==> config.mk <==
export PLATFORM = sky130hd
export DESIGN_NAME = uart_rx
export DESIGN_NICKNAME = d
export VERILOG_FILES = /design/src/rtl/uart_pkg.sv /design/src/rtl/sync_2ff.sv /design/src/rtl/uart_rx.sv
export SDC_FILE = /design/constraint.sdc
export NUM_CORES = 1
export LEC_CHECK = 0
export CAP_MARGIN = 20
export CORE_ASPECT_RATIO = 1.5
export CORE_MARGIN = 2
export CORE_UTILIZATION = 50
export CTS_BUF_LIST = sky130_fd_sc_hd__clkbuf_4
export DETAILED_ROUTE_END_ITERATION = 7
export PLACE_DENSITY = 0.7
export SLEW_MARGIN = 30
export SYNTH_ARGS = -nofsm -noshare
export SYNTH_HDL_FRONTEND = slang
export SYNTH_HIERARCHICAL = 1
export SYNTH_SLANG_ARGS = --single-unit
==> constraint.sdc <==
create_clock -name clk -period 2.7 [get_ports clk]
set_clock_uncertainty 0.05 [all_clocks]
set_input_delay 0.405 -clock clk [delete_from_list [all_inputs] [get_ports clk]]
set_output_delay 0.405 -clock clk [all_outputs]
set_load 0.02 [all_outputs]
==> src/rtl/uart_pkg.sv <==
// uart_pkg: shared definitions for the UART receive path.
//   rx_state_t           - receiver FSM state encoding
//   DEFAULT_CLKS_PER_BIT - clk cycles per bit (9600 baud at 100 MHz)
//   UART_DATA_BITS       - data bits per 8N1 frame
package uart_pkg;

  typedef enum logic [1:0] {
    IDLE  = 2'd0,
    START = 2'd1,
    DATA  = 2'd2,
    STOP  = 2'd3
  } rx_state_t;

  localparam int DEFAULT_CLKS_PER_BIT = 10416;
  localparam int UART_DATA_BITS       = 8;

endpackage

==> src/rtl/sync_2ff.sv <==
// sync_2ff: two-flop synchronizer for an asynchronous pin input.
//   clk       - destination clock
//   reset     - asynchronous, active-high; both flops load RESET_VAL
//   d         - asynchronous input
//   q         - synchronized output (two clk cycles of latency)
// RESET_VAL defaults to 1 so idle-high serial lines come out of reset idle.
module sync_2ff #(
  parameter logic RESET_VAL = 1'b1
) (
  input  logic clk,
  input  logic reset,
  input  logic d,
  output logic q
);

  logic meta_q;
  logic sync_q;

  always_ff @(posedge clk or posedge reset) begin
    if (reset) begin
      meta_q <= RESET_VAL;
      sync_q <= RESET_VAL;
    end else begin
      meta_q <= d;
      sync_q <= meta_q;
    end
  end

  assign q = sync_q;

endmodule

==> src/rtl/uart_rx.sv <==
// uart_rx: 8N1 serial receiver, LSB first.
//   clk       - system clock
//   reset     - asynchronous, active-high; aborts any frame in progress
//   rx        - serial line, asynchronous, idle high
//   rx_data   - last correctly framed byte, held until the next good frame
//   rx_valid  - one-cycle pulse when rx_data updates
//   frame_err - one-cycle pulse when the stop bit samples low
//   busy      - high while a frame is being received
//
// state | meaning
// IDLE  | waiting for a falling edge on the synchronized line
// START | counting to mid start bit; high there means a glitch
// DATA  | sampling DATA_BITS bits at mid-bit, shifting in LSB first
// STOP  | sampling the stop bit, then strobe rx_valid or frame_err
module uart_rx
  import uart_pkg::*;
#(
  parameter int CLKS_PER_BIT = DEFAULT_CLKS_PER_BIT,
  parameter int DATA_BITS    = UART_DATA_BITS
) (
  input  logic                 clk,
  input  logic                 reset,
  input  logic                 rx,
  output logic [DATA_BITS-1:0] rx_data,
  output logic                 rx_valid,
  output logic                 frame_err,
  output logic                 busy
);

  localparam int CW = $clog2(CLKS_PER_BIT);
  localparam logic [CW-1:0] HALF_TC  = CW'(CLKS_PER_BIT / 2 - 1);
  localparam logic [CW-1:0] BIT_TC   = CW'(CLKS_PER_BIT - 1);
  localparam logic [2:0]    LAST_IDX = 3'(DATA_BITS - 1);

  logic rx_sync;

  sync_2ff #(.RESET_VAL(1'b1)) u_sync (
    .clk   (clk),
    .reset (reset),
    .d     (rx),
    .q     (rx_sync)
  );

  rx_state_t            state_q,   state_d;
  logic [CW-1:0]        count_q,   count_d;
  logic [2:0]           bit_idx_q, bit_idx_d;
  logic [DATA_BITS-1:0] shift_q,   shift_d;
  logic [DATA_BITS-1:0] data_q,    data_d;
  logic                 valid_q,   valid_d;
  logic                 ferr_q,    ferr_d;
  logic                 rx_prev_q, rx_prev_d;
  logic [1:0]           warm_q,    warm_d;
  logic                 line_ok_q, line_ok_d;
  logic                 fall;

  // The synchronizer resets to 1, so a line held low through reset would
  // otherwise look like a falling edge. warm_q marks when rx_sync carries a
  // real pin sample; line_ok_q then requires the line to be seen high once.
  assign fall = line_ok_q & rx_prev_q & ~rx_sync;

  always_comb begin
    state_d   = state_q;
    count_d   = count_q;
    bit_idx_d = bit_idx_q;
    shift_d   = shift_q;
    data_d    = data_q;
    valid_d   = 1'b0;
    ferr_d    = 1'b0;
    rx_prev_d = rx_sync;
    warm_d    = {warm_q[0], 1'b1};
    line_ok_d = line_ok_q | (warm_q[1] & rx_sync);

    unique case (state_q)
      IDLE: begin
        count_d = '0;
        if (fall) state_d = START;
      end
      START: begin
        if (count_q == HALF_TC) begin
          count_d = '0;
          if (!rx_sync) begin
            state_d   = DATA;
            bit_idx_d = '0;
          end else begin
            state_d = IDLE;
          end
        end else begin
          count_d = count_q + CW'(1);
        end
      end
      DATA: begin
        if (count_q == BIT_TC) begin
          count_d = '0;
          shift_d = {rx_sync, shift_q[DATA_BITS-1:1]};
          if (bit_idx_q == LAST_IDX) state_d = STOP;
          else                       bit_idx_d = bit_idx_q + 3'd1;
        end else begin
          count_d = count_q + CW'(1);
        end
      end
      STOP: begin
        if (count_q == BIT_TC) begin
          count_d = '0;
          state_d = IDLE;
          if (rx_sync) begin
            data_d  = shift_q;
            valid_d = 1'b1;
          end else begin
            ferr_d = 1'b1;
          end
        end else begin
          count_d = count_q + CW'(1);
        end
      end
      default: state_d = IDLE;
    endcase
  end

  always_ff @(posedge clk or posedge reset) begin
    if (reset) begin
      state_q   <= IDLE;
      count_q   <= '0;
      bit_idx_q <= '0;
      shift_q   <= '0;
      data_q    <= '0;
      valid_q   <= 1'b0;
      ferr_q    <= 1'b0;
      rx_prev_q <= 1'b1;
      warm_q    <= '0;
      line_ok_q <= 1'b0;
    end else begin
      state_q   <= state_d;
      count_q   <= count_d;
      bit_idx_q <= bit_idx_d;
      shift_q   <= shift_d;
      data_q    <= data_d;
      valid_q   <= valid_d;
      ferr_q    <= ferr_d;
      rx_prev_q <= rx_prev_d;
      warm_q    <= warm_d;
      line_ok_q <= line_ok_d;
    end
  end

  assign rx_data   = data_q;
  assign rx_valid  = valid_q;
  assign frame_err = ferr_q;
  assign busy      = (state_q != IDLE);

endmodule

==> impl_metrics.yaml <==
clock_tree:
  cts_root_buf: "clkbuf_4"
  cts.htree.levels: 2
  cts.clk_slew.worst_paths_ps: 120
  clk_latency_ps: 350
  hold_buffers: 0
  cts_sinks: 43
  cts_buffers: 5
  cts_tree: "built"
  post_cts_buffers: 0
  clk_path_buf_depth: 2
  cts_resized: 0
logic_synthesis:
  synth_warnings: 6
  syn_inst: 151
  async_flop_share_pct: 100
  synth_seq_area_share_pct: 57.2
  yosys_most_used_dff: "dfrtp_1"
  synth_area_um2: 1890
  ys_ff_latch: 43
  synthesis.nets: 157
  synth_edf_count: 0
  ys_types: 39
  syn_area_per_cell_um2: 12.5
critical_path:
  reg2reg_from: "count_q[5]$_DFF_PP0_"
  slowest_delay_ps: 530
  critical_path.max_fanout: 7
  worstPathRequired_ps: 2890
  crit_path_end_kind: "flop"
  r2r_setup_slack_ps: 370
  crit_type: "flop to flop"
  timing.rr.end: "bit_idx_q[1]$_DFFE_PP0P_"
  worstPathArrival_ps: 2520
  r2r_cells: 4
  worstSetupStartpointType: "flop"
  cp_cell_sequence: "or4_1 > or4_4 > o32ai_4 > mux2_1"
  crit_slowest_cell: "or4_4"
place:
  port_buffers: 13
  gp_congestion: 0.874
  dpl.hpwl_um: 2250
detailed_routing:
  dr_wl_met3_um: 108
  top_layer_used: "met4"
  num_vias: 1201
  wl_met1_um: 1360
  antenna_left: 0
  wl_um: 3180
  via_per_inst: 5.59
  drt_first_pass_iters: 4
  route.met2.wl_um: 1640
  drtIter0Drc: 13
  drc: 0
  wl_per_cell_um: 14.8
global_routing:
  grt.total_usage_pct: 18.0
  grt_pass1_vias: 1248
  grt-ovfl-total: 0
  grt_max_degree: 42
  grt_pass1_wl_um: 5550
  antenna_found_initial: 0
power_and_ir_drop:
  power_leakage_nw: 0.998
  power.internal_w: 0.000886
  powerDensity_nw_per_um2: 516
  p_sw_w: 0.000234
  power_frac_comb_pct: 4.2
  clkPwrFrac_pct: 36.7
  peakVddDrop_v: 0.000410
  swShare_pct: 20.9
  seq_power_share_pct: 59.1
worst_hold_path:
  hp-class: "flop to flop"
  whs_endpoint: "warm_q[1]$_DFF_PP0_"
  whs_path_depth: 0
  hold_start: "warm_q[0]$_DFF_PP0_"
run_status:
  status: "finished, final reports clean"
cells_and_area:
  utilization_pct: 59.4
  n_antenna_cell: 0
  area.growth.synth_to_final_pct: 14.8
  drive_gt1_share_pct: 22.7
  final_nets: 177
floorplan:
  die-area_um2: 4300
  die_x_um: 54.2
  start_util_pct: 51.8
  core.rowCount: 27
  die_h_um: 79.3
  core_area_um2: 3650
  io_pins: 14
timing:
  tns_ps: 0
  finalMaxSlewViolations: 0
  rsz0062_at_grt: "no"
  fin_crit_sh_pct: 86.4
  post-route-min-period_ps: 2330
  setup_viol: 0
  max_slew.worst_pin.slew_ps: 510
  slew_headroom_pct: 66.0
  max_freq_ghz: 0.428
  hold_viol_final: 0
run:
  maxCapViolations: 0
-- per-stage QoR --
stage / worst slack (ps) / total power (W) / hold slack [ps] / cells / instance area, um^2
CTS: 374 / 0.00113 / 302 / 215 / 2170
global route: 257 / 0.00116 / 313 / 215 / 2170
global placement: 421 / 0.000721 / 286 / 207 / 2090
finish: 366 / 0.00112 / 305 / 215 / 2170
detailed placement: 391 / 0.000722 / 286 / 207 / 2090
floorplan: 470 / 0.000703 / 267 / 151 / 1890
-- worst max-delay path by stage --
| stage | slack [ps] | cells after the start | startpoint | to |
|---|---|---|---|---|
| 2_1_floorplan | 470 | 4 | count_q[5]$_DFF_PP0_ | bit_idx_q[1]$_DFFE_PP0P_ |
| 3_3_place_gp | 420 | 4 | count_q[5]$_DFF_PP0_ | bit_idx_q[1]$_DFFE_PP0P_ |
| 3_5_place_dp | 390 | 4 | count_q[3]$_DFF_PP0_ | bit_idx_q[1]$_DFFE_PP0P_ |
| 4_1_cts | 370 | 4 | count_q[3]$_DFF_PP0_ | bit_idx_q[1]$_DFFE_PP0P_ |
| 5_1_grt | 260 | 4 | count_q[4]$_DFF_PP0_ | rx_data[5]$_DFFE_PP0P_ |
| 6_report | 370 | 4 | count_q[5]$_DFF_PP0_ | bit_idx_q[1]$_DFFE_PP0P_ |
-- registers in the layout (all words and copies together) (netlist names), named ones only --
name / count
count_q: 14
warm_q: 2
rx_prev_q: 1
shift_q: 8
bit_idx_q: 3
frame_err: 1
rx_data: 8
state_q: 1
u_sync/meta_q: 1
line_ok_q: 1
rx_valid: 1
u_sync/q: 1
-- routing by layer --
| metal | track usage, % | vias to the layer above |
|---|---|---|
| met2 | 27.3 | 25 |
| li1 | - | 574 |
| met5 | 0 | - |
| met4 | 9.00 | 0 |
| met1 | 23.0 | 594 |
| met3 | 4.89 | 8 |
-- cell usage after synthesis (all sizes together) (3+ instances only) --
| master | n | area [um^2] |
|---|---|---|
| nand2 | 5 | 18.8 |
| a21oi | 3 | 15.0 |
| nor2 | 14 | 52.6 |
| dfstp | 3 | 78.8 |
| nand3 | 5 | 25.0 |
| nand4 | 8 | 56.3 |
| inv | 8 | 30.0 |
| and4 | 3 | 26.3 |
| mux2 | 18 | 203 |
| ha | 3 | 37.5 |
| dfrtp | 40 | 1000 |
| xor2 | 9 | 78.8 |
| or4 | 3 | 26.3 |
-- final cells by class --
class                   count  area [um^2]
fillers                   300         1480
flip-flops and latches     43         1080
multi-input cells          96          762
repair buffers             17          160
well taps                  43         53.8
clock buffers               7         52.6
clock inverters             1         30.0
inverters                   8         30.0
-- cells in the final DEF, fill, tap and decap left out, drive strengths merged, types with 3 or more instances in the layout --
| cell type | count |
|---|---|
| clkbuf | 7 |
| buf | 4 |
| dfstp | 3 |
| or4 | 3 |
| nand4 | 8 |
| ha | 3 |
| xor2 | 9 |
| and4 | 3 |
| nor2 | 14 |
| a21oi | 3 |
| nand2 | 5 |
| mux2 | 18 |
| clkdlybuf4s50 | 13 |
| nand3 | 5 |
| inv | 8 |
| dfrtp | 40 |
-- cells by family (layout without fill, tap and decap cells) --
kind of cell,after synthesis,count (layout),share of synthesized area [%]
AO/OA/AOI/OAI,12,12,5.56
XOR/XNOR,10,10,4.64
adder cells (fa/ha/maj),3,3,1.99
buffers and inverters,12,33,2.52
flip-flops,43,43,57.2
multiplexers,19,19,11.3
other,1,1,0.198
AND/OR/NAND/NOR,51,51,16.7
-- power groups by stage --
stage	sequential, W	clock [W]	combinational [W]
4_1_cts	0.000662	0.000422	0.0000481
6_report	0.000662	0.000411	0.0000467
3_5_place_dp	0.000674	0	0.0000478
2_1_floorplan	0.000672	0	0.0000309
3_3_place_gp	0.000674	0	0.0000467
5_1_grt	0.000663	0.000446	0.0000542
-- worst max-delay path: cells and delay by family (launching register included) --
kind / cells / cell delay, ps
AOI/OAI and AO/OA: 1 / 310
DFF: 1 / 470
muxes: 1 / 350
and+or+nand+nor: 2 / 1040
Note: power is estimated with default switching activity, not from simulation.
